### config.mk
export PLATFORM = sky130hd
export DESIGN_NAME = jtag_dr_ir_regs_flat
export DESIGN_NICKNAME = d
export VERILOG_FILES = /design/src/rtl/jtag_dr_ir_regs_if.sv /design/src/rtl/jtag_dr_ir_regs.sv /design/src/flat_wrapper.sv
export SDC_FILE = /design/constraint.sdc
export NUM_CORES = 1
export LEC_CHECK = 0
export CAP_MARGIN = 30
export CORE_ASPECT_RATIO = 1.1
export CORE_MARGIN = 2
export CORE_UTILIZATION = 30
export CTS_BUF_LIST = sky130_fd_sc_hd__clkbuf_8 sky130_fd_sc_hd__clkbuf_16
export DETAILED_ROUTE_END_ITERATION = 16
export PLACE_DENSITY = 0.61
export SLEW_MARGIN = 15
export SYNTH_ARGS = -nofsm -noshare
export SYNTH_HDL_FRONTEND = slang
export SYNTH_SLANG_ARGS = --single-unit
### constraint.sdc
create_clock -name i_tck -period 2.7 [get_ports i_tck]
set_input_delay 0.54 -clock i_tck [delete_from_list [all_inputs] [get_ports i_tck]]
set_output_delay 0.54 -clock i_tck [all_outputs]
set_load 0.1 [all_outputs]
### src/rtl/jtag_dr_ir_regs_if.sv
// TAP-side strobes, serial data and debug bus of the JTAG IR/DR register bank.
// The master is the TAP/debug host side; the slave is the register bank.
interface jtag_dr_ir_regs_if #(
  parameter int IR_W = 4
);
  logic            tdi;
  logic            tdo;
  logic            mode;
  logic            shift_dr;
  logic            clk_dr;
  logic            update_dr;
  logic            shift_ir;
  logic            clk_ir;
  logic            update_ir;
  logic            sel_tdo;
  logic [IR_W-1:0] ir_out;
  logic [31:0]     dbg_addr;
  logic [31:0]     dbg_wdata;
  logic            dbg_we;
  logic [31:0]     dbg_rdata;

  modport master (
    output tdi, mode, shift_dr, clk_dr, update_dr, shift_ir, clk_ir, update_ir,
           sel_tdo, dbg_rdata,
    input  tdo, ir_out, dbg_addr, dbg_wdata, dbg_we
  );

  modport slave (
    input  tdi, mode, shift_dr, clk_dr, update_dr, shift_ir, clk_ir, update_ir,
           sel_tdo, dbg_rdata,
    output tdo, ir_out, dbg_addr, dbg_wdata, dbg_we
  );
endinterface

### src/rtl/jtag_dr_ir_regs.sv
// JTAG instruction register plus IDCODE / DBG_ADDR / DBG_DATA / BYPASS data
// registers, driving a 32-bit debug address/write-data port.
module jtag_dr_ir_regs #(
  parameter int          IR_W       = 4,
  parameter logic [31:0] IDCODE_VAL = 32'h1000_0001,
  parameter bit          AUTO_INC   = 1'b1
) (
  input logic               i_tck,
  input logic               i_trst,
  jtag_dr_ir_regs_if.slave  bus
);
  localparam logic [IR_W-1:0] IR_IDCODE  = IR_W'(1);
  localparam logic [IR_W-1:0] IR_ADDR    = IR_W'(2);
  localparam logic [IR_W-1:0] IR_DATA    = IR_W'(3);
  localparam logic [IR_W-1:0] IR_CAPTURE = IR_W'(2'b01);

  logic [IR_W-1:0] r_ir_sh;
  logic [IR_W-1:0] r_ir_out;
  logic [31:0]     r_dr_sh [3];
  logic            r_bypass;
  logic [31:0]     r_dbg_addr;
  logic [31:0]     r_dbg_wdata;
  logic            r_dbg_we;
  logic            r_upd_dly;

  logic            w_ir_cap, w_ir_shf, w_ir_upd;
  logic            w_dr_cap, w_dr_shf, w_dr_upd_rise;
  logic [2:0]      w_sel;
  logic            w_sel_bypass;
  logic [31:0]     w_cap_val [3];
  logic            w_dr_tdo;

  // Shift is excluded from capture so shift wins when both are decoded.
  assign w_ir_cap      = bus.clk_ir & ~bus.shift_ir;
  assign w_ir_shf      = bus.shift_ir;
  assign w_ir_upd      = bus.update_ir;
  assign w_dr_cap      = bus.clk_dr & ~bus.shift_dr;
  assign w_dr_shf      = bus.shift_dr;
  assign w_dr_upd_rise = bus.update_dr & ~r_upd_dly;

  // Index 0 = IDCODE, 1 = DBG_ADDR, 2 = DBG_DATA; anything else is BYPASS.
  assign w_sel        = {r_ir_out == IR_DATA, r_ir_out == IR_ADDR, r_ir_out == IR_IDCODE};
  assign w_sel_bypass = ~|w_sel;
  assign w_cap_val[0] = IDCODE_VAL;
  assign w_cap_val[1] = r_dbg_addr;
  assign w_cap_val[2] = bus.dbg_rdata;

  always_ff @(posedge i_tck) begin
    if (i_trst || !bus.mode) begin
      r_ir_sh  <= '0;
      r_ir_out <= IR_IDCODE;
    end else begin
      if (w_ir_shf)
        r_ir_sh <= {bus.tdi, r_ir_sh[IR_W-1:1]};
      else if (w_ir_cap)
        r_ir_sh <= IR_CAPTURE;
      if (w_ir_upd)
        r_ir_out <= r_ir_sh;
    end
  end

  always_ff @(posedge i_tck) begin
    if (i_trst) begin
      for (int i = 0; i < 3; i++)
        r_dr_sh[i] <= '0;
      r_bypass <= 1'b0;
    end else begin
      for (int i = 0; i < 3; i++) begin
        if (w_sel[i] && w_dr_shf)
          r_dr_sh[i] <= {bus.tdi, r_dr_sh[i][31:1]};
        else if (w_sel[i] && w_dr_cap)
          r_dr_sh[i] <= w_cap_val[i];
      end
      if (w_sel_bypass && w_dr_shf)
        r_bypass <= bus.tdi;
      else if (w_sel_bypass && w_dr_cap)
        r_bypass <= 1'b0;
    end
  end

  // The write pulse carries the old address; auto-increment lands after it.
  always_ff @(posedge i_tck) begin
    if (i_trst) begin
      r_dbg_addr  <= '0;
      r_dbg_wdata <= '0;
      r_dbg_we    <= 1'b0;
      r_upd_dly   <= 1'b0;
    end else begin
      r_upd_dly <= bus.update_dr;
      r_dbg_we  <= w_dr_upd_rise & w_sel[2];
      if (w_dr_upd_rise && w_sel[2])
        r_dbg_wdata <= r_dr_sh[2];
      if (w_dr_upd_rise && w_sel[1])
        r_dbg_addr <= r_dr_sh[1];
      else if (AUTO_INC && r_dbg_we)
        r_dbg_addr <= r_dbg_addr + 32'd4;
    end
  end

  always_comb begin
    w_dr_tdo = r_bypass;
    for (int i = 0; i < 3; i++)
      if (w_sel[i])
        w_dr_tdo = r_dr_sh[i][0];
  end

  assign bus.tdo       = (bus.shift_ir | bus.shift_dr) ?
                         (bus.sel_tdo ? r_ir_sh[0] : w_dr_tdo) : 1'b0;
  assign bus.ir_out    = r_ir_out;
  assign bus.dbg_addr  = r_dbg_addr;
  assign bus.dbg_wdata = r_dbg_wdata;
  assign bus.dbg_we    = r_dbg_we;
endmodule

### src/flat_wrapper.sv
// flat-port wrapper written by rule: the top's interface ports become plain ports
module jtag_dr_ir_regs_flat 
#(
  parameter int          IR_W       = 4,
  parameter logic [31:0] IDCODE_VAL = 32'h1000_0001,
  parameter bit          AUTO_INC   = 1'b1
)
  (i_tck, i_trst, bus_tdi, bus_mode, bus_shift_dr, bus_clk_dr, bus_update_dr, bus_shift_ir, bus_clk_ir, bus_update_ir, bus_sel_tdo, bus_dbg_rdata, bus_tdo, bus_ir_out, bus_dbg_addr, bus_dbg_wdata, bus_dbg_we);
  jtag_dr_ir_regs_if #(.IR_W(IR_W)) bus_i ();
  input logic i_tck;
  input logic i_trst;
  input wire logic [$bits(bus_i.tdi)-1:0] bus_tdi;
  input wire logic [$bits(bus_i.mode)-1:0] bus_mode;
  input wire logic [$bits(bus_i.shift_dr)-1:0] bus_shift_dr;
  input wire logic [$bits(bus_i.clk_dr)-1:0] bus_clk_dr;
  input wire logic [$bits(bus_i.update_dr)-1:0] bus_update_dr;
  input wire logic [$bits(bus_i.shift_ir)-1:0] bus_shift_ir;
  input wire logic [$bits(bus_i.clk_ir)-1:0] bus_clk_ir;
  input wire logic [$bits(bus_i.update_ir)-1:0] bus_update_ir;
  input wire logic [$bits(bus_i.sel_tdo)-1:0] bus_sel_tdo;
  input wire logic [$bits(bus_i.dbg_rdata)-1:0] bus_dbg_rdata;
  output wire logic [$bits(bus_i.tdo)-1:0] bus_tdo;
  output wire logic [$bits(bus_i.ir_out)-1:0] bus_ir_out;
  output wire logic [$bits(bus_i.dbg_addr)-1:0] bus_dbg_addr;
  output wire logic [$bits(bus_i.dbg_wdata)-1:0] bus_dbg_wdata;
  output wire logic [$bits(bus_i.dbg_we)-1:0] bus_dbg_we;
  assign bus_i.tdi = bus_tdi;
  assign bus_i.mode = bus_mode;
  assign bus_i.shift_dr = bus_shift_dr;
  assign bus_i.clk_dr = bus_clk_dr;
  assign bus_i.update_dr = bus_update_dr;
  assign bus_i.shift_ir = bus_shift_ir;
  assign bus_i.clk_ir = bus_clk_ir;
  assign bus_i.update_ir = bus_update_ir;
  assign bus_i.sel_tdo = bus_sel_tdo;
  assign bus_i.dbg_rdata = bus_dbg_rdata;
  assign bus_tdo = bus_i.tdo;
  assign bus_ir_out = bus_i.ir_out;
  assign bus_dbg_addr = bus_i.dbg_addr;
  assign bus_dbg_wdata = bus_i.dbg_wdata;
  assign bus_dbg_we = bus_i.dbg_we;
  jtag_dr_ir_regs #(.IR_W(IR_W), .IDCODE_VAL(IDCODE_VAL), .AUTO_INC(AUTO_INC)) u_core (.i_tck(i_tck), .i_trst(i_trst), .bus(bus_i));
endmodule
==> results by group, run 1 <==
Status
  • Outcome: finished, final reports clean

Die
  • Die X: roughly 150 um
  • Starting Density: 0.306
  • Rows: 59
  • Die footprint: ~25000 um^2
  • Core box area: 23700 um^2
  • Die Ht: 167 um
  • I/O pin total: 113

Placement
  • GPL Wtd Cong: around 0.75
  • PortBufs: between 100 and 150
  • Placed Cells: approximately 1100
  • Pre-CTS WS: a little under 0.4 ns
  • Post-DP HPWL: approximately 11000 um

Synth
  • Cells after Synth: between 600 and 700
  • Syn Area/Cell: around 10 um^2
  • Dominant synthesized flop cell: edfxtp_1
  • YS warnings: 0
  • FFs w/ async S/R, synth: 0
  • Count leader, synth: nand2_1
  • Syn Nets: between 700 and 800
  • Register area share after synthesis: 0.605
  • Cell variety after synth: 50
  • Number of synthesized register bits: 171
  • Post-synth top cells: nand2_1 (140), edfxtp_1 (96), dfxtp_1 (75), a21oi_1 (71), nor2_1 (60)
  • Synth top area share: 0.398
  • Post-synth EDFFs: 96
  • Cell Area, Synth: roughly 7200 um^2
  • Largest area contributor in the netlist: edfxtp_1
  • Area contributors post-synth: edfxtp_1 (40%), dfxtp_1 (21%), nand2_1 (7.3%)

Route
  • DRT Pass-1 Iters: 4
  • Drt first-iter violations: about 350
  • Drt total wl: 17200 um
  • Residual DRC: 0
  • Routed Antenna Nets: 0
  • Detail-routed via count per cell: 4.77
  • Via count: around 5300
  • Drt wl/cell: 15.6 um

STA
  • Max-slew violations: 0
  • Worst-Margin Slew: between 0.6 and 0.7 ns
  • Setup TNS: 0 ns
  • Fin. Hold Viols: 0
  • Peak Freq: 408 MHz
  • Final setup viols: 0
  • Min Tclk post-route: 2.45 ns
  • Fin crit share: 0.908
  • RSZ-0062 raised after global routing: false
  • Max Clock Skew: around 0.013 ns
  • Worst slew margin: 0.548
  • Setup ws final: about 0.25 ns

Finish
  • Filler cell count: about 2300
  • Area Growth Syn to Fin: 26.5%
  • # diodes: 0
  • Nets: about 830
  • Non-filler cells, final: 1107
  • Layout Utilization: 0.387
  • Layout cells sized above 1: 0.167

Pwr
  • Switching share of total power: 0.223
  • Clock share of power: 0.430
  • Comb power frac: 0.050
  • PwrDens: a little over 600 nW/um^2
  • Cell-internal power: ~4300 uW
  • Psw: around 1200 uW
  • Leakage: between 0.003 and 0.004 uW
  • Sequential Power Share: 0.520
  • VDD IR max: between 0.0003 and 0.0004 V

Clock network
  • CTS root buffer: clkbuf_16
  • Clock sinks: 171
  • Cts bufs inserted: 17
  • CTS H-Tree Depth: 4
  • Worst skew pair latency: roughly 0.42 ns
  • Clock Tree Buf Depth: 2
  • TritonCTS clock tree: built
  • Setup repair bufs after CTS: 0
  • # resized after CTS: 0
  • Cts hold-fix bufs: 0
  • Clock slew at reported path FFs: ~0.07 ns

Global route
  • First-pass GRT wire length: about 27000 um
  • Global Route Usage Sum: 0.133
  • Initial antenna violation count: 0
  • Vias in the first global route: between 5000 and 6000
  • Largest net degree at the start of global routing: 63
  • Gr ovfl total: 0

Worst setup path
  • Startpoint Class: flop
  • Reg2Reg Depth: 6
  • Setup CP Type: flop to primary output
  • Critical Path AT: 1.91 ns
  • Reg2Reg Launch Point: u_core.bus.dbg_addr[2]
  • Reg2Reg Capture Point: u_core.bus.dbg_addr[30]
  • Critical Path Sink Type: primary output
  • CP max FO: 5
  • Req. time, crit path: around 2.2 ns
  • R2r setup slk: ~0.55 ns

Hold path
  • Hold_sp: u_core.bus.dbg_wdata[31]
  • Hold Crit Endpoint: u_core.bus.dbg_wdata[31]
  • Hold Path Class: flop to flop
  • Hold Path Cell Cnt: 2

Run
  • Max cap viols: 0
cell families (layout without fill, tap and decap cells):
| logic type | count (synthesis) | after routing | synth area share |
|---|---|---|---|
| adders and majority gates | 1 | 1 | 0.00173 |
| and+or+nand+nor | 285 | 285 | 0.185 |
| AOI/OAI and AO/OA | 145 | 145 | 0.131 |
| xor gates and xnor gates | 28 | 28 | 0.0339 |
| muxes | 7 | 7 | 0.00985 |
| DFF | 171 | 171 | 0.605 |
| buffers and inverters | 53 | 165 | 0.0328 |
layer usage:
layer	vias up	share of wire	track usage
li1	2636	-	-
met1	2542	0.49	0.185
met2	97	0.46	0.206
met3	4	0.042	0.0375
met4	0	0.0073	0.0354
met5	-	0	0
stage by stage:
| stage | hold WS [ns] | power (uW) | instance area [um^2] |
|---|---|---|---|
| floorplan | 0.460 | 3090 | 7240 |
| global placement | 0.444 | 3230 | 8580 |
| detailed placement | 0.448 | 3240 | 8580 |
| CTS | 0.458 | 5630 | 9160 |
| global route | 0.472 | 5770 | 9160 |
| finish | 0.457 | 5570 | 9160 |
placed cells by master, fill, tap and decap left out, types with 19 or more instances in the layout:
cell type / synthesis / layout
xor2_1: 19 / 19
and2_1: 30 / 30
a22o_1: 32 / 32
a211oi_1: 29 / 29
edfxtp_1: 96 / 96
buf_4: 2 / 77
clkbuf_16: 0 / 20
nor2_1: 60 / 59
a21oi_1: 71 / 71
dfxtp_1: 75 / 74
clkdlybuf4s50_1: 0 / 41
nand2_1: 140 / 140
worst max-delay path: stages (launching register included):
cell and delay [ns]:
dfxtp_1 0.35, nor2_1 0.28, and3_1 0.21, a21oi_1 0.04, o2111ai_1 0.18, o221a_2 0.26, buf_12 0.18
flip-flops by register name, indices dropped and copies added, names as in the netlist:
name / flops
u_core.r_dr_sh: 96
u_core.r_upd_dly: 1
u_core.r_bypass: 1
u_core.r_ir_sh: 4
u_core.bus.dbg_wdata: 32
u_core.bus.dbg_we: 1
u_core.bus.dbg_addr: 32
u_core.bus.ir_out: 4
cell type report:
class | count | area, um^2 | area share
clock buffers | 20 | 500 | 0.0546
clock inverters | 12 | 83.8 | 0.00915
inverters | 6 | 22.5 | 0.00246
multi-input cells | 466 | 2640 | 0.288
flip-flops and latches | 171 | 4390 | 0.479
well taps | 305 | 382 | 0.0416
repair buffers | 127 | 1150 | 0.126
power groups by stage:
stage | clock network [uW] | logic [uW] | registers [uW]
after global placement | 0 | 278 | 2960
final | 2400 | 278 | 2900
after floorplan | 0 | 146 | 2940
after CTS | 2450 | 282 | 2900
after detailed placement | 0 | 281 | 2950
after global routing | 2560 | 304 | 2910
worst max-delay path by stage:
stage / startpoint / to / slack, ns / depth (start not counted)
final: u_core.bus.ir_out[2] / bus_tdo / 0.25 / 6
after global routing: u_core.bus.ir_out[2] / bus_tdo / 0.12 / 6
after CTS: u_core.bus.ir_out[2] / bus_tdo / 0.25 / 6
after detailed placement: bus_shift_dr / u_core.r_dr_sh[1][16] / 0.39 / 7
after global placement: bus_shift_dr / u_core.r_dr_sh[1][9] / 0.44 / 7
after floorplan: u_core.bus.ir_out[1] / u_core.r_dr_sh[1][0] / 0.04 / 4
(Power assumes the default switching activity.)
==> inputs of run 2 (changes only) <==
--- a/config.mk
+++ b/config.mk
@@ -7,7 +7,6 @@
 export LEC_CHECK = 0
 export CAP_MARGIN = 30
 export CORE_ASPECT_RATIO = 1.1
-export CORE_MARGIN = 2
 export CORE_UTILIZATION = 30
 export CTS_BUF_LIST = sky130_fd_sc_hd__clkbuf_8 sky130_fd_sc_hd__clkbuf_16
 export DETAILED_ROUTE_END_ITERATION = 16
==> results by group, run 2 (synthesized netlist as in run 1, its figures left out) <==
Status
  • Outcome: finished, final reports clean (unchanged)

Global route
  • Busiest grt layer: met2 (unchanged)
  • First-pass GRT wire length: 28000 um (was 27400 um)
  • Met3 global-route usage: 0.0373 (was 0.0375)
  • Largest net degree at the start of global routing: 63 (unchanged)
  • GR Util met1: 0.197 (was 0.185)
  • GR Util met2: 0.230 (was 0.206)
  • Initial antenna violation count: 0 (unchanged)
  • Vias in the first global route: 5191 (was 5029)
  • Gr ovfl total: 0 (unchanged)
  • Global Route Usage Sum: 0.146 (was 0.133)

STA
  • Setup ws final: 0.245 ns (was 0.248 ns)
  • Worst slew margin: 0.517 (was 0.548)
  • Fin crit share: 0.909 (was 0.908)
  • Setup TNS: 0 ns (unchanged)
  • Fin Hold WS: 0.456 ns (was 0.457 ns)
  • RSZ-0062 raised after global routing: false (unchanged)
  • Final setup viols: 0 (unchanged)
  • Min Tclk post-route: 2.46 ns (was 2.45 ns)
  • Fin. Hold Viols: 0 (unchanged)
  • Max-slew violations: 0 (unchanged)
  • Max Clock Skew: 0.0117 ns (was 0.0126 ns)
  • Worst-Margin Slew: 0.718 ns (was 0.673 ns)
  • Peak Freq: 407 MHz (was 408 MHz)

Worst setup path
  • CP max FO: 5 (unchanged)
  • Slowest-stage cell, CP: dfxtp_1 (unchanged)
  • Reg2Reg Capture Point: u_core.bus.dbg_addr[30] (unchanged)
  • CP top delay family: simple AND/OR/NAND/NOR gates (unchanged)
  • Max incr delay on CP: 0.35 ns (about the same)
  • Reg2Reg Depth: 6 (unchanged)
  • Reg2Reg Launch Point: u_core.bus.dbg_addr[2] (unchanged)
  • Startpoint Class: flop (unchanged)
  • Setup CP Type: flop to primary output (unchanged)
  • R2r setup slk: 0.49 ns (was 0.55 ns)
  • Buffers plus inverters on the worst setup path: 1 (unchanged)
  • Req. time, crit path: 2.16 ns (about the same)
  • Critical Path AT: 1.92 ns (was 1.91 ns)
  • Critical Path Sink Type: primary output (unchanged)
  • CP Cell Sequence: nor2_1, and3_1, a21oi_1, o2111ai_1, o221a_2, buf_12 (unchanged)

Clock network
  • CTS root buffer: clkbuf_16 (unchanged)
  • Clock Tree Buf Depth: 2 (unchanged)
  • Clock slew at reported path FFs: 0.07 ns (about the same)
  • Clock sinks: 171 (unchanged)
  • Cts hold-fix bufs: 0 (unchanged)
  • TritonCTS clock tree: built (unchanged)
  • Cts bufs inserted: 17 (unchanged)
  • CTS H-Tree Depth: 4 (unchanged)
  • # resized after CTS: 0 (unchanged)
  • Worst skew pair latency: 0.43 ns (was 0.42 ns)
  • Setup repair bufs after CTS: 0 (unchanged)

Placement
  • GPL Wtd Cong: 0.750 (was 0.755)
  • Post-DP HPWL: 11000 um (was 10900 um)
  • Pre-CTS WS: 0.392 ns (was 0.386 ns)
  • PortBufs: 112 (unchanged)
  • DP Area: 8580 um^2 (unchanged)

Finish
  • # diodes: 0 (unchanged)
  • Most common cell after layout, fill and taps aside: nand2_1 (unchanged)
  • Layout cells sized above 1: 0.170 (was 0.167)
  • Top reg by flops: u_core.r_dr_sh (unchanged)
  • Number of flip-flops in the largest register: 96 (unchanged)
  • Nets: 833 (unchanged)
  • Most frequent cells in the layout: nand2_1 (140), edfxtp_1 (96), buf_4 (77), dfxtp_1 (74), a21oi_1 (71) (unchanged)
  • Post-route cell area: 9180 um^2 (was 9160 um^2)
  • Area Growth Syn to Fin: 26.8% (was 26.5%)

Die
  • Die footprint: 24800 um^2 (was 25400 um^2)
  • Die Ht: 165 um (was 167 um)
  • Die X: 150 um (was 152 um)
  • Core box area: 23700 um^2 (unchanged)
  • Starting Density: 0.306 (unchanged)
  • Rows: 59 (unchanged)
  • I/O pin total: 113 (unchanged)

Hold path
  • Hold Crit Endpoint: u_core.bus.dbg_wdata[29] (was u_core.bus.dbg_wdata[31])
  • Hold_sp: u_core.bus.dbg_wdata[29] (was u_core.bus.dbg_wdata[31])
  • Hold Path Class: flop to flop (unchanged)
  • Hold Path Cell Cnt: 2 (unchanged)

Pwr
  • Comb power frac: 0.049 (was 0.050)
  • VDD IR max: 0.000406 V (was 0.000381 V)
  • Cell-internal power: 4390 uW (was 4330 uW)
  • Psw: 1290 uW (was 1250 uW)
  • PwrDens: 618 nW/um^2 (was 608 nW/um^2)
  • Clock share of power: 0.440 (was 0.430)
  • Sequential Power Share: 0.511 (was 0.520)
  • Switching share of total power: 0.227 (was 0.223)
  • Leakage: 0.00345 uW (was 0.00344 uW)

Route
  • Via count: 5387 (was 5279)
  • Residual DRC: 0 (unchanged)
  • DRT Pass-1 Iters: 5 (was 4)
  • Drt total wl: 17100 um (was 17200 um)
  • Detail-routed via count per cell: 4.87 (was 4.77)
  • Drt wl/cell: 15.5 um (was 15.6 um)
  • Drt first-iter violations: 392 (was 349)
  • Routed Antenna Nets: 0 (unchanged)

Run
  • Max cap viols: 0 (unchanged)
run 2: per-layer routing:
layer / share of wire / vias up
met5: 0 / -
met4: 0.0067 / 0
met3: 0.057 / 12
met2: 0.47 / 139
met1: 0.47 / 2601
li1: - / 2635
run 2: cell type report:
| class | instances | area [um^2] |
|---|---|---|
| Inverter | 6 | 22.5 |
| Clock buffer | 20 | 478 |
| Multi-Input combinational cell | 466 | 2640 |
| Clock inverter | 12 | 125 |
| Tap cell | 305 | 382 |
| Fill cell | 2366 | 14500 |
| Sequential cell | 171 | 4390 |
| Timing Repair Buffer | 127 | 1150 |
run 2: power groups by stage:
stage	registers, uW	clock network [uW]	logic, uW
4_1_cts	2900	2560	282
6_report	2900	2500	278
3_3_place_gp	2960	0	278
3_5_place_dp	2950	0	282
2_1_floorplan	2940	0	146
5_1_grt	2910	2660	304
run 2: worst reg2reg max path: cells and delay by family (launching register included):
family / cells / cell delay, ns
simple gates: 3 / 1.02
flops: 1 / 0.48
fa+ha+maj: 1 / 0.24
compound gates: 1 / 0.22
xor+xnor: 1 / 0.19
run 2: per-stage QoR:
stage,power [uW],cells,utilization
floorplan,3090,690,-
global placement,3230,1075,0.362
detailed placement,3240,1075,0.362
CTS,5740,1107,0.387
global route,5880,1107,0.387
finish,5670,1107,0.387
run 2: worst max path at each step:
stage,start,to,depth (start not counted)
after floorplan,u_core.bus.ir_out[1],u_core.r_dr_sh[1][0],4
after global placement,bus_update_dr,u_core.bus.dbg_wdata[23],7
after detailed placement,bus_shift_dr,u_core.r_dr_sh[1][19],7
after CTS,u_core.bus.ir_out[2],bus_tdo,6
after global routing,u_core.bus.ir_out[2],bus_tdo,6
final,u_core.bus.ir_out[2],bus_tdo,6
==> inputs of run 3 (changes only) <==
==> constraint.sdc (replaced) <==
create_clock -name i_tck -period 2.7 [get_ports i_tck]
set_input_delay 0.54 -clock i_tck [delete_from_list [all_inputs] [get_ports i_tck]]
set_output_delay 0.54 -clock i_tck [all_outputs]
set_load 0.05 [all_outputs]
==> results by group, run 3 (synthesized netlist as in run 1, its figures left out) <==
Status
  • Outcome: finished, final reports clean (unchanged)

Pwr
  • Tot Pwr: 5720 uW (was 5670 uW)
  • VDD IR max: 0.000386 V (was 0.000406 V)
  • Leakage: 0.00331 uW (was 0.00345 uW)
  • Switching share of total power: 0.221 (was 0.227)
  • Comb power frac: 0.048 (was 0.049)
  • PwrDens: 611 nW/um^2 (was 618 nW/um^2)
  • Sequential Power Share: 0.507 (was 0.511)
  • Clock share of power: 0.446 (was 0.440)
  • Psw: 1260 uW (was 1290 uW)
  • Cell-internal power: 4460 uW (was 4390 uW)

Finish
  • Number of flip-flops in the largest register: 96 (unchanged)
  • Most frequent cells in the layout: nand2_1 (140), clkdlybuf4s50_1 (110), edfxtp_1 (96), dfxtp_1 (75), a21oi_1 (71) (was nand2_1 (140), edfxtp_1 (96), buf_4 (77), dfxtp_1 (74), a21oi_1 (71))
  • Area Growth Syn to Fin: 29.3% (was 26.8%)
  • Layout Utilization: 0.395 (was 0.387)
  • Layout cells sized above 1: 0.0833 (was 0.170)
  • # diodes: 0 (unchanged)
  • Most common cell after layout, fill and taps aside: nand2_1 (unchanged)
  • Top reg by flops: u_core.r_dr_sh (unchanged)
  • Nets: 835 (was 833)

Global route
  • Gr ovfl total: 0 (unchanged)
  • Largest net degree at the start of global routing: 63 (unchanged)
  • Global Route Usage Sum: 0.146 (about the same)
  • Initial antenna violation count: 0 (unchanged)
  • Vias in the first global route: 5193 (was 5191)
  • First-pass GRT wire length: 27900 um (was 28000 um)

Route
  • Routed Antenna Nets: 0 (unchanged)
  • Drt total wl: 17000 um (was 17100 um)
  • Detail-routed via count per cell: 4.87 (about the same)
  • Drt first-iter violations: 370 (was 392)
  • Drt wl/cell: 15.4 um (was 15.5 um)
  • Via count: 5397 (was 5387)
  • DRT Pass-1 Iters: 5 (unchanged)
  • Residual DRC: 0 (unchanged)

STA
  • Min Tclk post-route: 2.42 ns (was 2.46 ns)
  • Worst-Margin Slew: 0.639 ns (was 0.718 ns)
  • Worst slew margin: 0.571 (was 0.517)
  • Fin Hold WS: 0.394 ns (was 0.456 ns)
  • Max Clock Skew: 0.00974 ns (was 0.0117 ns)
  • Final setup viols: 0 (unchanged)
  • Peak Freq: 413 MHz (was 407 MHz)
  • RSZ-0062 raised after global routing: false (unchanged)
  • Max-slew violations: 0 (unchanged)
  • Setup ws final: 0.277 ns (was 0.245 ns)
  • Setup TNS: 0 ns (unchanged)
  • Fin. Hold Viols: 0 (unchanged)
  • Fin crit share: 0.898 (was 0.909)

Worst setup path
  • Slowest-stage cell, CP: dfxtp_1 (unchanged)
  • Setup CP Type: flop to primary output (unchanged)
  • Reg2Reg Depth: 6 (unchanged)
  • Buffers plus inverters on the worst setup path: 1 (unchanged)
  • Reg2Reg Launch Point: u_core.bus.dbg_addr[2] (unchanged)
  • Critical Path Sink Type: primary output (unchanged)
  • Startpoint Class: flop (unchanged)
  • R2r setup slk: 0.57 ns (was 0.49 ns)
  • Critical Path AT: 1.88 ns (was 1.92 ns)
  • Max incr delay on CP: 0.36 ns (was 0.35 ns)
  • CP Cell Sequence: nor2_1, and3_1, a21oi_1, o2111ai_1, o221a_2, buf_12 (unchanged)
  • Reg2Reg Capture Point: u_core.bus.dbg_addr[30] (unchanged)
  • CP max FO: 5 (unchanged)
  • CP top delay family: compound AO/OA/AOI/OAI gates (was simple AND/OR/NAND/NOR gates)
  • Req. time, crit path: 2.16 ns (about the same)

Clock network
  • Cts bufs inserted: 17 (unchanged)
  • Clock Tree Buf Depth: 2 (unchanged)
  • Clock sinks: 171 (unchanged)
  • Cts hold-fix bufs: 0 (unchanged)
  • TritonCTS clock tree: built (unchanged)
  • Clock slew at reported path FFs: 0.07 ns (about the same)
  • CTS H-Tree Depth: 4 (unchanged)
  • # resized after CTS: 0 (unchanged)
  • CTS root buffer: clkbuf_16 (unchanged)
  • Setup repair bufs after CTS: 0 (unchanged)
  • Worst skew pair latency: 0.42 ns (was 0.43 ns)

Placement
  • Post-DP HPWL: 10900 um (was 11000 um)
  • PortBufs: 112 (unchanged)
  • Pre-CTS WS: 0.269 ns (was 0.392 ns)
  • GPL Wtd Cong: 0.765 (was 0.750)

Hold path
  • Hold Path Class: primary input to flop (was flop to flop)
  • Hold Path Cell Cnt: 2 (unchanged)
  • Hold Crit Endpoint: u_core.r_upd_dly (was u_core.bus.dbg_wdata[29])
  • Hold_sp: i_trst (was u_core.bus.dbg_wdata[29])

Die
  • Die footprint: 24800 um^2 (unchanged)
  • Die X: 150 um (unchanged)
  • Rows: 59 (unchanged)
  • Die Ht: 165 um (unchanged)
  • Core box area: 23700 um^2 (unchanged)
  • Starting Density: 0.306 (unchanged)
  • I/O pin total: 113 (unchanged)

Run
  • Max cap viols: 0 (unchanged)
-- run 3: changes by cell type in the layout (fill, tap and decap cells not counted), sizes merged --
cell | previous run | this run
clkdlybuf4s50 | 41 | 110
buf | 86 | 19
clkinv | 3 | 2
inv | 13 | 14
bufinv | 1 | 3
clkbuf | 20 | 17
clkinvlp | 1 | 2
-- run 3: metal layers --
| layer | global-route usage | share of wire |
|---|---|---|
| met2 | 0.231 | 0.47 |
| met1 | 0.195 | 0.47 |
| met4 | 0.0441 | 0.011 |
| met3 | 0.0367 | 0.049 |
| met5 | 0 | 0 |
-- run 3: cell type report --
type | instances | area [um^2]
Timing Repair Buffer | 129 | 1330
Multi-Input combinational cell | 466 | 2640
Fill cell | 2315 | 14300
Sequential cell | 171 | 4380
Clock inverter | 15 | 184
Tap cell | 305 | 382
Inverter | 6 | 22.5
Clock buffer | 17 | 425
-- run 3: power groups by stage --
stage                     sequential, uW  clock [uW]  combinational [uW]
after CTS                           2900        2610                 276
after global routing                2910        2720                 299
final                               2900        2550                 273
after detailed placement            2950           0                 275
after floorplan                     2940           0                 141
after global placement              2950           0                 272
-- run 3: how the worst max path moves through the flow --
| stage | from | end | slack, ns | cells past startpoint |
|---|---|---|---|---|
| final | u_core.bus.ir_out[2] | bus_tdo | 0.28 | 6 |
| after global routing | u_core.bus.ir_out[2] | bus_tdo | 0.13 | 6 |
| after CTS | u_core.bus.ir_out[2] | bus_tdo | 0.26 | 6 |
| after detailed placement | bus_update_dr | u_core.bus.dbg_addr[31] | 0.27 | 7 |
| after global placement | bus_update_dr | u_core.bus.dbg_addr[1] | 0.25 | 7 |
| after floorplan | u_core.bus.ir_out[1] | u_core.r_dr_sh[1][0] | 0.38 | 4 |
-- run 3: stage by stage --
step,cell area (um^2),std cells
final,9360,1109
after global routing,9360,1109
after CTS,9360,1109
after detailed placement,8750,1077
after global placement,8750,1077
after floorplan,7240,690
